===== config.mk =====
export PLATFORM = sky130hd
export DESIGN_NAME = scan_ctrl
export DESIGN_NICKNAME = d
export VERILOG_FILES = /design/src/rtl/scan_ctrl.sv
export SDC_FILE = /design/constraint.sdc
export NUM_CORES = 1
export LEC_CHECK = 0
export BUFFER_PORTS_ARGS = -buffer_cell sky130_fd_sc_hd__buf_4
export CORE_AREA = 2 2 102 104
export DETAILED_ROUTE_END_ITERATION = 7
export DIE_AREA = 0 0 104 106
export PLACE_DENSITY = 0.84
export SLEW_MARGIN = 10
export SYNTH_ARGS = -nofsm -noshare
export SYNTH_HDL_FRONTEND = slang
export SYNTH_SLANG_ARGS = --single-unit

===== constraint.sdc =====
create_clock -name clk -period 3 [get_ports clk]
set_input_delay 0.6 -clock clk [delete_from_list [all_inputs] [get_ports clk]]
set_output_delay 0.6 -clock clk [all_outputs]
set_load 0.05 [all_outputs]

===== src/rtl/scan_ctrl.sv =====
// rtl/scan_ctrl.sv - scan/test controller for a scannable datapath stage (optional SCAN_CTRL_PAUSE_EN adds scan_pause)
module scan_ctrl #(
    parameter int CHAIN_LEN = 32,
    parameter int CNT_W     = 16
) (
    input  logic                 clk,
    input  logic                 reset,
    input  logic                 cmd_valid,
    output logic                 cmd_ready,
    input  logic [1:0]           cmd_op,
    input  logic                 cmd_sel,
    input  logic [CHAIN_LEN-1:0] cmd_wdata,
    output logic                 rsp_valid,
    input  logic                 rsp_ready,
    output logic [CHAIN_LEN-1:0] rsp_rdata,
    output logic                 scan_sen,
    output logic                 scan_ce,
    output logic                 scan_sin,
    input  logic                 scan_sout,
`ifdef SCAN_CTRL_PAUSE_EN
    input  logic                 scan_pause,
`endif
    output logic                 func_en,
    output logic                 func_sel
);

    typedef enum logic [1:0] {
        ST_IDLE  = 2'd0,
        ST_SHIFT = 2'd1,
        ST_FUNC  = 2'd2,
        ST_RESP  = 2'd3
    } state_t;

    localparam logic [1:0] OP_FUNC = 2'b00;
    localparam logic [1:0] OP_LOAD = 2'b01;
    localparam logic [1:0] OP_DUMP = 2'b10;

    localparam logic [CNT_W-1:0] CNT_ONE   = CNT_W'(1);
    localparam logic [CNT_W-1:0] CNT_CHAIN = CNT_W'(CHAIN_LEN);

    // Pause request; tied off when the feature is not built in.
    logic pause;
`ifdef SCAN_CTRL_PAUSE_EN
    assign pause = scan_pause;
`else
    assign pause = 1'b0;
`endif

    state_t                 state, state_n;
    logic [CNT_W-1:0]       cnt, cnt_n;
    // shreg[MSB] is always the bit due on scan_sin in the next shift cycle
    logic [CHAIN_LEN-1:0]   shreg, shreg_n;
    logic [CHAIN_LEN-1:0]   cap, cap_n;
    logic                   load_q, load_n;
    logic                   sel_q, sel_n;

    logic                   cmd_ready_n;
    logic                   rsp_valid_n;
    logic [CHAIN_LEN-1:0]   rsp_rdata_n;
    logic                   sen_n;
    logic                   ce_n;
    logic                   sin_n;
    logic                   fen_n;
    logic                   fsel_n;

    // Next-state and next-output decode; every output is registered below.
    always_comb begin
        state_n     = state;
        cnt_n       = cnt;
        shreg_n     = shreg;
        cap_n       = cap;
        load_n      = load_q;
        sel_n       = sel_q;
        cmd_ready_n = 1'b0;
        rsp_valid_n = 1'b0;
        rsp_rdata_n = rsp_rdata;
        sen_n       = 1'b0;
        ce_n        = 1'b0;
        sin_n       = 1'b0;
        fen_n       = 1'b0;
        fsel_n      = 1'b0;

        case (state)
            ST_IDLE: begin
                if (cmd_valid && cmd_ready) begin
                    load_n = (cmd_op == OP_LOAD);
                    sel_n  = cmd_sel;
                    if (cmd_op == OP_FUNC) begin
                        if (cmd_wdata[15:0] != 16'd0) begin
                            state_n = ST_FUNC;
                            cnt_n   = CNT_W'(cmd_wdata[15:0]);
                            fen_n   = 1'b1;
                            fsel_n  = cmd_sel;
                        end else begin
                            // Zero-length run answers immediately
                            state_n     = ST_RESP;
                            cnt_n       = '0;
                            rsp_valid_n = 1'b1;
                            rsp_rdata_n = '0;
                        end
                    end else begin
                        // DUMP shifts zeros in, so it simply loads an all-zero word
                        state_n = ST_SHIFT;
                        cnt_n   = CNT_CHAIN;
                        shreg_n = (cmd_op == OP_DUMP) ? '0 : cmd_wdata;
                        cap_n   = '0;
                        sen_n   = 1'b1;
                        ce_n    = 1'b1;
                        sin_n   = (cmd_op == OP_DUMP) ? 1'b0 : cmd_wdata[CHAIN_LEN-1];
                    end
                end else begin
                    cmd_ready_n = 1'b1;
                end
            end

            ST_SHIFT: begin
                // Default for the next cycle: keep scanning, hold sin if paused
                sen_n = 1'b1;
                ce_n  = !pause;
                sin_n = scan_sin;
                // A shift happens only in cycles where scan_ce was actually high
                if (scan_ce) begin
                    cap_n   = {cap[CHAIN_LEN-2:0], scan_sout};
                    cnt_n   = cnt - CNT_ONE;
                    shreg_n = shreg << 1;
                    if (cnt == CNT_ONE) begin
                        state_n     = ST_RESP;
                        sen_n       = 1'b0;
                        ce_n        = 1'b0;
                        sin_n       = 1'b0;
                        rsp_valid_n = 1'b1;
                        rsp_rdata_n = load_q ? '0 : {cap[CHAIN_LEN-2:0], scan_sout};
                    end else if (!pause) begin
                        sin_n = shreg[CHAIN_LEN-2];
                    end
                end else if (!pause) begin
                    sin_n = shreg[CHAIN_LEN-1];
                end
            end

            ST_FUNC: begin
                fen_n  = !pause;
                fsel_n = sel_q;
                // Only cycles with func_en high count toward N
                if (func_en) begin
                    cnt_n = cnt - CNT_ONE;
                    if (cnt == CNT_ONE) begin
                        state_n     = ST_RESP;
                        fen_n       = 1'b0;
                        fsel_n      = 1'b0;
                        rsp_valid_n = 1'b1;
                        rsp_rdata_n = '0;
                    end
                end
            end

            ST_RESP: begin
                rsp_valid_n = 1'b1;
                if (rsp_valid && rsp_ready) begin
                    state_n     = ST_IDLE;
                    rsp_valid_n = 1'b0;
                    cmd_ready_n = 1'b1;
                end
            end

            default: begin
                state_n = ST_IDLE;
            end
        endcase
    end

    // State, datapath and registered outputs with synchronous reset.
    always_ff @(posedge clk) begin
        if (reset) begin
            state     <= ST_IDLE;
            cnt       <= '0;
            shreg     <= '0;
            cap       <= '0;
            load_q    <= 1'b0;
            sel_q     <= 1'b0;
            cmd_ready <= 1'b0;
            rsp_valid <= 1'b0;
            rsp_rdata <= '0;
            scan_sen  <= 1'b0;
            scan_ce   <= 1'b0;
            scan_sin  <= 1'b0;
            func_en   <= 1'b0;
            func_sel  <= 1'b0;
        end else begin
            state     <= state_n;
            cnt       <= cnt_n;
            shreg     <= shreg_n;
            cap       <= cap_n;
            load_q    <= load_n;
            sel_q     <= sel_n;
            cmd_ready <= cmd_ready_n;
            rsp_valid <= rsp_valid_n;
            rsp_rdata <= rsp_rdata_n;
            scan_sen  <= sen_n;
            scan_ce   <= ce_n;
            scan_sin  <= sin_n;
            func_en   <= fen_n;
            func_sel  <= fsel_n;
        end
    end

endmodule


==> impl_results.html <==
<table>
<tr><th>Metric</th><th>Value</th></tr>
<tr><th colspan="2">Global route</th></tr>
<tr><td>GR peak layer</td><td>met2</td></tr>
<tr><td>Global routing usage summed across all routing layers</td><td>0.2464</td></tr>
<tr><td>Pin count of the biggest net entering global routing</td><td>77</td></tr>
<tr><td>Antenna violations before repair</td><td>0</td></tr>
<tr><td>Vias in the first global route</td><td>4758</td></tr>
<tr><td>Congestion Overflow GR</td><td>0</td></tr>
<tr><td>Global-route wire length before repair</td><td>22.22 mm</td></tr>
<tr><td>Met2 track utilization from global routing</td><td>0.4121</td></tr>
<tr><td>GRT met1 Usage</td><td>0.3037</td></tr>
<tr><td>Met3 usage</td><td>0.06193</td></tr>
<tr><th colspan="2">Setup path</th></tr>
<tr><td>Critical Path Max Stage Delay</td><td>0.58 ns</td></tr>
<tr><td>Startpoint of the most critical register-to-register path</td><td>state[0]</td></tr>
<tr><td>Depth of the worst register-to-register path</td><td>7</td></tr>
<tr><td>Endpoint required time on the critical path</td><td>3.44 ns</td></tr>
<tr><td>Crit end category</td><td>register</td></tr>
<tr><td>Highest net fanout along the worst path</td><td>33</td></tr>
<tr><td>R2R Setup Slk</td><td>0.38 ns</td></tr>
<tr><td>Slowest cell on the critical path</td><td>a2111o_2</td></tr>
<tr><td>CP startpoint kind</td><td>register</td></tr>
<tr><td>Reg-to-reg endpoint</td><td>cap[4]</td></tr>
<tr><td>Buffers and inverters on the worst path</td><td>2</td></tr>
<tr><td>Critical path class</td><td>reg2reg</td></tr>
<tr><td>Crit path launch</td><td>state[0]</td></tr>
<tr><td>Cell family contributing the most delay on the critical path</td><td>compound AO/OA/AOI/OAI gates</td></tr>
<tr><td>Last element of the critical path</td><td>cap[4]</td></tr>
<tr><td>Endpoint arrival time on the critical path</td><td>3.07 ns</td></tr>
<tr><td>Logic depth of the worst path, buffers included</td><td>7</td></tr>
<tr><td>Sequence of cells on the critical path</td><td>inv_1, ha_1, a21boi_1, a2111o_2, buf_12, nand2_1, a21oi_1</td></tr>
<tr><th colspan="2">Synth</th></tr>
<tr><td>Total of warnings raised by yosys</td><td>0</td></tr>
<tr><td>Top-area cell type share of the netlist area</td><td>0.4536</td></tr>
<tr><td>Post-Syn Instances</td><td>637</td></tr>
<tr><td>Fraction of the yosys area taken by sequential cells</td><td>0.4536</td></tr>
<tr><td>Leading area contributor after synthesis</td><td>dfxtp_1</td></tr>
<tr><td>FFs w/ async S/R, synth</td><td>0</td></tr>
<tr><td>Count of state elements after synthesis</td><td>121</td></tr>
<tr><td>Post-synth net total</td><td>683</td></tr>
<tr><td>Cell types occupying the most area after synthesis</td><td>dfxtp_1, mux2i_1, nand2_1</td></tr>
<tr><td>Mean cell area of the mapped netlist</td><td>8.383 sq um</td></tr>
<tr><td>Cell types with the highest counts after synthesis</td><td>dfxtp_1, nand2_1, a21oi_1</td></tr>
<tr><td>Main flop type after synthesis</td><td>dfxtp_1</td></tr>
<tr><td>Number of different library cells in the post-synthesis netlist</td><td>53</td></tr>
<tr><td>Most frequently used cell type in the post-synthesis netlist</td><td>dfxtp_1</td></tr>
<tr><td>EDFF count, synth</td><td>0</td></tr>
<tr><td>Cell area after technology mapping</td><td>0.005340 sq mm</td></tr>
<tr><th colspan="2">Layout</th></tr>
<tr><td>Fill cell count</td><td>826</td></tr>
<tr><td>Final net count</td><td>740</td></tr>
<tr><td>Antenna diode instance count</td><td>0</td></tr>
<tr><td>Sequential standard cell area</td><td>0.002422 sq mm</td></tr>
<tr><td>Ratio of cells with drive above 1 in the final layout</td><td>0.1839</td></tr>
<tr><td>Area taken by multi-input logic gates</td><td>0.002691 sq mm</td></tr>
<tr><td>Area grow syn2layout</td><td>24.91%</td></tr>
<tr><td>Final standard cell area without fillers</td><td>0.006670 sq mm</td></tr>
<tr><th colspan="2">Power</th></tr>
<tr><td>Leakage dissipation</td><td>2.643 nW</td></tr>
<tr><td>Maximum resistive drop on vdd</td><td>0.5989 mV</td></tr>
<tr><td>Proportion of power drawn by flip-flops and latches</td><td>0.322</td></tr>
<tr><td>Combinational share of power</td><td>0.322</td></tr>
<tr><td>Switching portion of total power</td><td>0.3515</td></tr>
<tr><td>Net switching power of the design</td><td>0.002132 W</td></tr>
<tr><td>Clock network power share</td><td>0.356</td></tr>
<tr><td>Total power density per cell area</td><td>909.4 mW/mm^2</td></tr>
<tr><td>Cell-internal power</td><td>0.003934 W</td></tr>
<tr><td>Total Power</td><td>0.006066 W</td></tr>
<tr><th colspan="2">STA</th></tr>
<tr><td>Final setup violation count</td><td>0</td></tr>
<tr><td>Period Utilization, post-route</td><td>0.8747</td></tr>
<tr><td>Slew of the pin with the lowest slew margin</td><td>0.7948 ns</td></tr>
<tr><td>Relative max-transition margin</td><td>0.4660</td></tr>
<tr><td>Fin worst setup slack</td><td>0.3758 ns</td></tr>
<tr><td>Final setup TNS</td><td>0 ns</td></tr>
<tr><td>RSZ-0062 raised after global routing</td><td>false</td></tr>
<tr><td>Number of pins exceeding their max-slew limit in the final report</td><td>0</td></tr>
<tr><td>Worst clock skew</td><td>0.01053 ns</td></tr>
<tr><td>Final Hold Viols</td><td>0</td></tr>
<tr><td>Fmax</td><td>381.1 MHz</td></tr>
<tr><td>Post-layout minimum cycle time</td><td>2.624 ns</td></tr>
<tr><th colspan="2">Clock tree</th></tr>
<tr><td>Clock buffer depth</td><td>2</td></tr>
<tr><td>Sinks on Clock Net</td><td>121</td></tr>
<tr><td>Setup Fix Bufs, Post-CTS</td><td>0</td></tr>
<tr><td>CTS tree</td><td>done</td></tr>
<tr><td>CTS clk-pin slew, worst paths</td><td>0.06 ns</td></tr>
<tr><td>Hold buffer count at CTS</td><td>0</td></tr>
<tr><td>TritonCTS buffer count</td><td>17</td></tr>
<tr><td>Clock latency reported for the late side of the worst-skew pair</td><td>0.53 ns</td></tr>
<tr><td>Cell at the root of the clock tree</td><td>clkbuf_8</td></tr>
<tr><td>Post-CTS resize count</td><td>0</td></tr>
<tr><td>H-tree level count</td><td>4</td></tr>
<tr><th colspan="2">Detailed routing</th></tr>
<tr><td>Detailed Route Iter0 Violations</td><td>377</td></tr>
<tr><td>Antenna-violating nets left</td><td>0</td></tr>
<tr><td>Via/cell ratio</td><td>5.916</td></tr>
<tr><td>Via count</td><td>4987</td></tr>
<tr><td>Total routed wirelength</td><td>13.31 mm</td></tr>
<tr><td>Average wire length per cell after detail routing</td><td>15.78 microns</td></tr>
<tr><td>DRC</td><td>0</td></tr>
<tr><td>Number of iterations in the first detailed-routing pass</td><td>5</td></tr>
<tr><th colspan="2">Floorplan</th></tr>
<tr><td>Starting Density</td><td>0.5340</td></tr>
<tr><td>Number of standard-cell rows in the floorplan</td><td>37</td></tr>
<tr><td>Overall die width</td><td>104 microns</td></tr>
<tr><td>IO Pins</td><td>79</td></tr>
<tr><td>Core region area</td><td>0.01000 sq mm</td></tr>
<tr><td>Die Height</td><td>106 microns</td></tr>
<tr><td>Floorplan die area</td><td>0.01102 sq mm</td></tr>
<tr><th colspan="2">Placement</th></tr>
<tr><td>Placed instance area</td><td>0.006037 sq mm</td></tr>
<tr><td>Count of port buffers added during placement</td><td>78</td></tr>
<tr><td>Half-perimeter wire length after placement</td><td>8.507 mm</td></tr>
<tr><td>Pre-CTS WS</td><td>0.4331 ns</td></tr>
<tr><td>GPL Wtd Cong</td><td>0.9164</td></tr>
<tr><th colspan="2">Run status</th></tr>
<tr><td>Result of the run</td><td>finished clean</td></tr>
<tr><th colspan="2">Hold path</th></tr>
<tr><td>Class of the most critical hold timing path</td><td>in2reg</td></tr>
<tr><th colspan="2">Flow run</th></tr>
<tr><td>Max-cap violations</td><td>0</td></tr>
</table>
per-layer routing:
| layer | share of wire | vias to the layer above | wire [microns] |
|---|---|---|---|
| met5 | 0 | - | 0 |
| li1 | - | 2386 | - |
| met1 | 0.41 | 2374 | 5468 |
| met3 | 0.066 | 30 | 881 |
| met4 | 0.020 | 0 | 271 |
| met2 | 0.50 | 197 | 6683 |
state kept, by name, indices dropped and copies added, names as in the netlist:
signal     flops
cmd_ready      1
load_q         1
rsp_valid      1
func_sel       1
scan_sin       1
state          2
shreg         32
cnt           16
scan_ce        1
cap           31
rsp_rdata     32
func_en        1
sel_q          1
layout by cell type (no fill, tap or decap), types with 3 or more instances in the layout:
cell type,synthesis,final
a21oi_1,51,50
inv_6,0,3
nor4_1,5,5
a211oi_1,4,4
or3_1,4,4
ha_1,6,5
nand3_1,38,37
a221oi_1,34,34
nor3_1,41,41
nand2b_1,33,33
o32ai_1,5,5
clkinv_4,0,3
clkbuf_16,0,16
buf_4,1,88
o21ai_0,12,12
mux2i_1,35,35
inv_1,14,14
a21boi_0,3,3
nand2_1,87,87
bufinv_16,0,4
dfxtp_1,121,121
nand4_1,3,3
clkbuf_8,0,3
nor2_1,47,47
tightest hold or removal path: stages:
cell and delay, ns:
buf_4 0.12, nand2_1 0.05, a21oi_1 0.05
cells by family after synthesis:
family,count (synthesis),synth area share
AO/OA/AOI/OAI,131,0.1680
XOR/XNOR,3,0.004921
adder cells (fa/ha/maj),6,0.01406
buffers and inverters,66,0.04803
flip-flops,121,0.4536
multiplexers,35,0.06561
AND/OR/NAND/NOR,275,0.2458
cell type report:
cell class	instances	area share
multi-input combinational	450	0.4035
sequential	121	0.3632
timing repair buffer	90	0.1050
clock buffer	20	0.06678
clock inverter	12	0.02814
tap	136	0.02551
inverter	14	0.007878
through the flow:
step | hold WS, ns | utilization | std cells
5_1_grt | 0.3471 | 0.6670 | 843
6_report | 0.3428 | 0.6670 | 843
2_1_floorplan | 0.4320 | - | 637
3_3_place_gp | 0.4405 | 0.6037 | 811
4_1_cts | 0.3311 | 0.6670 | 843
3_5_place_dp | 0.4477 | 0.6037 | 811
worst min path at each step:
| stage | to | slack (ns) | depth (start not counted) | start |
|---|---|---|---|---|
| floorplan | shreg[0] | 0.43 | 2 | shreg[0] |
| global placement | shreg[0] | 0.44 | 2 | shreg[0] |
| detailed placement | shreg[0] | 0.45 | 2 | shreg[0] |
| CTS | sel_q | 0.33 | 3 | cmd_sel |
| global route | sel_q | 0.35 | 3 | cmd_sel |
| finish | sel_q | 0.34 | 3 | cmd_sel |
power groups by stage:
stage                     combinational, W  clock [W]  sequential (W)
final                              0.00195    0.00216         0.00195
after global routing               0.00218    0.00226         0.00198
after CTS                          0.00194    0.00219         0.00195
after detailed placement           0.00191          0         0.00198
after global placement             0.00186          0         0.00197
after floorplan                    0.00143          0         0.00199
(Power assumes the default switching activity.)
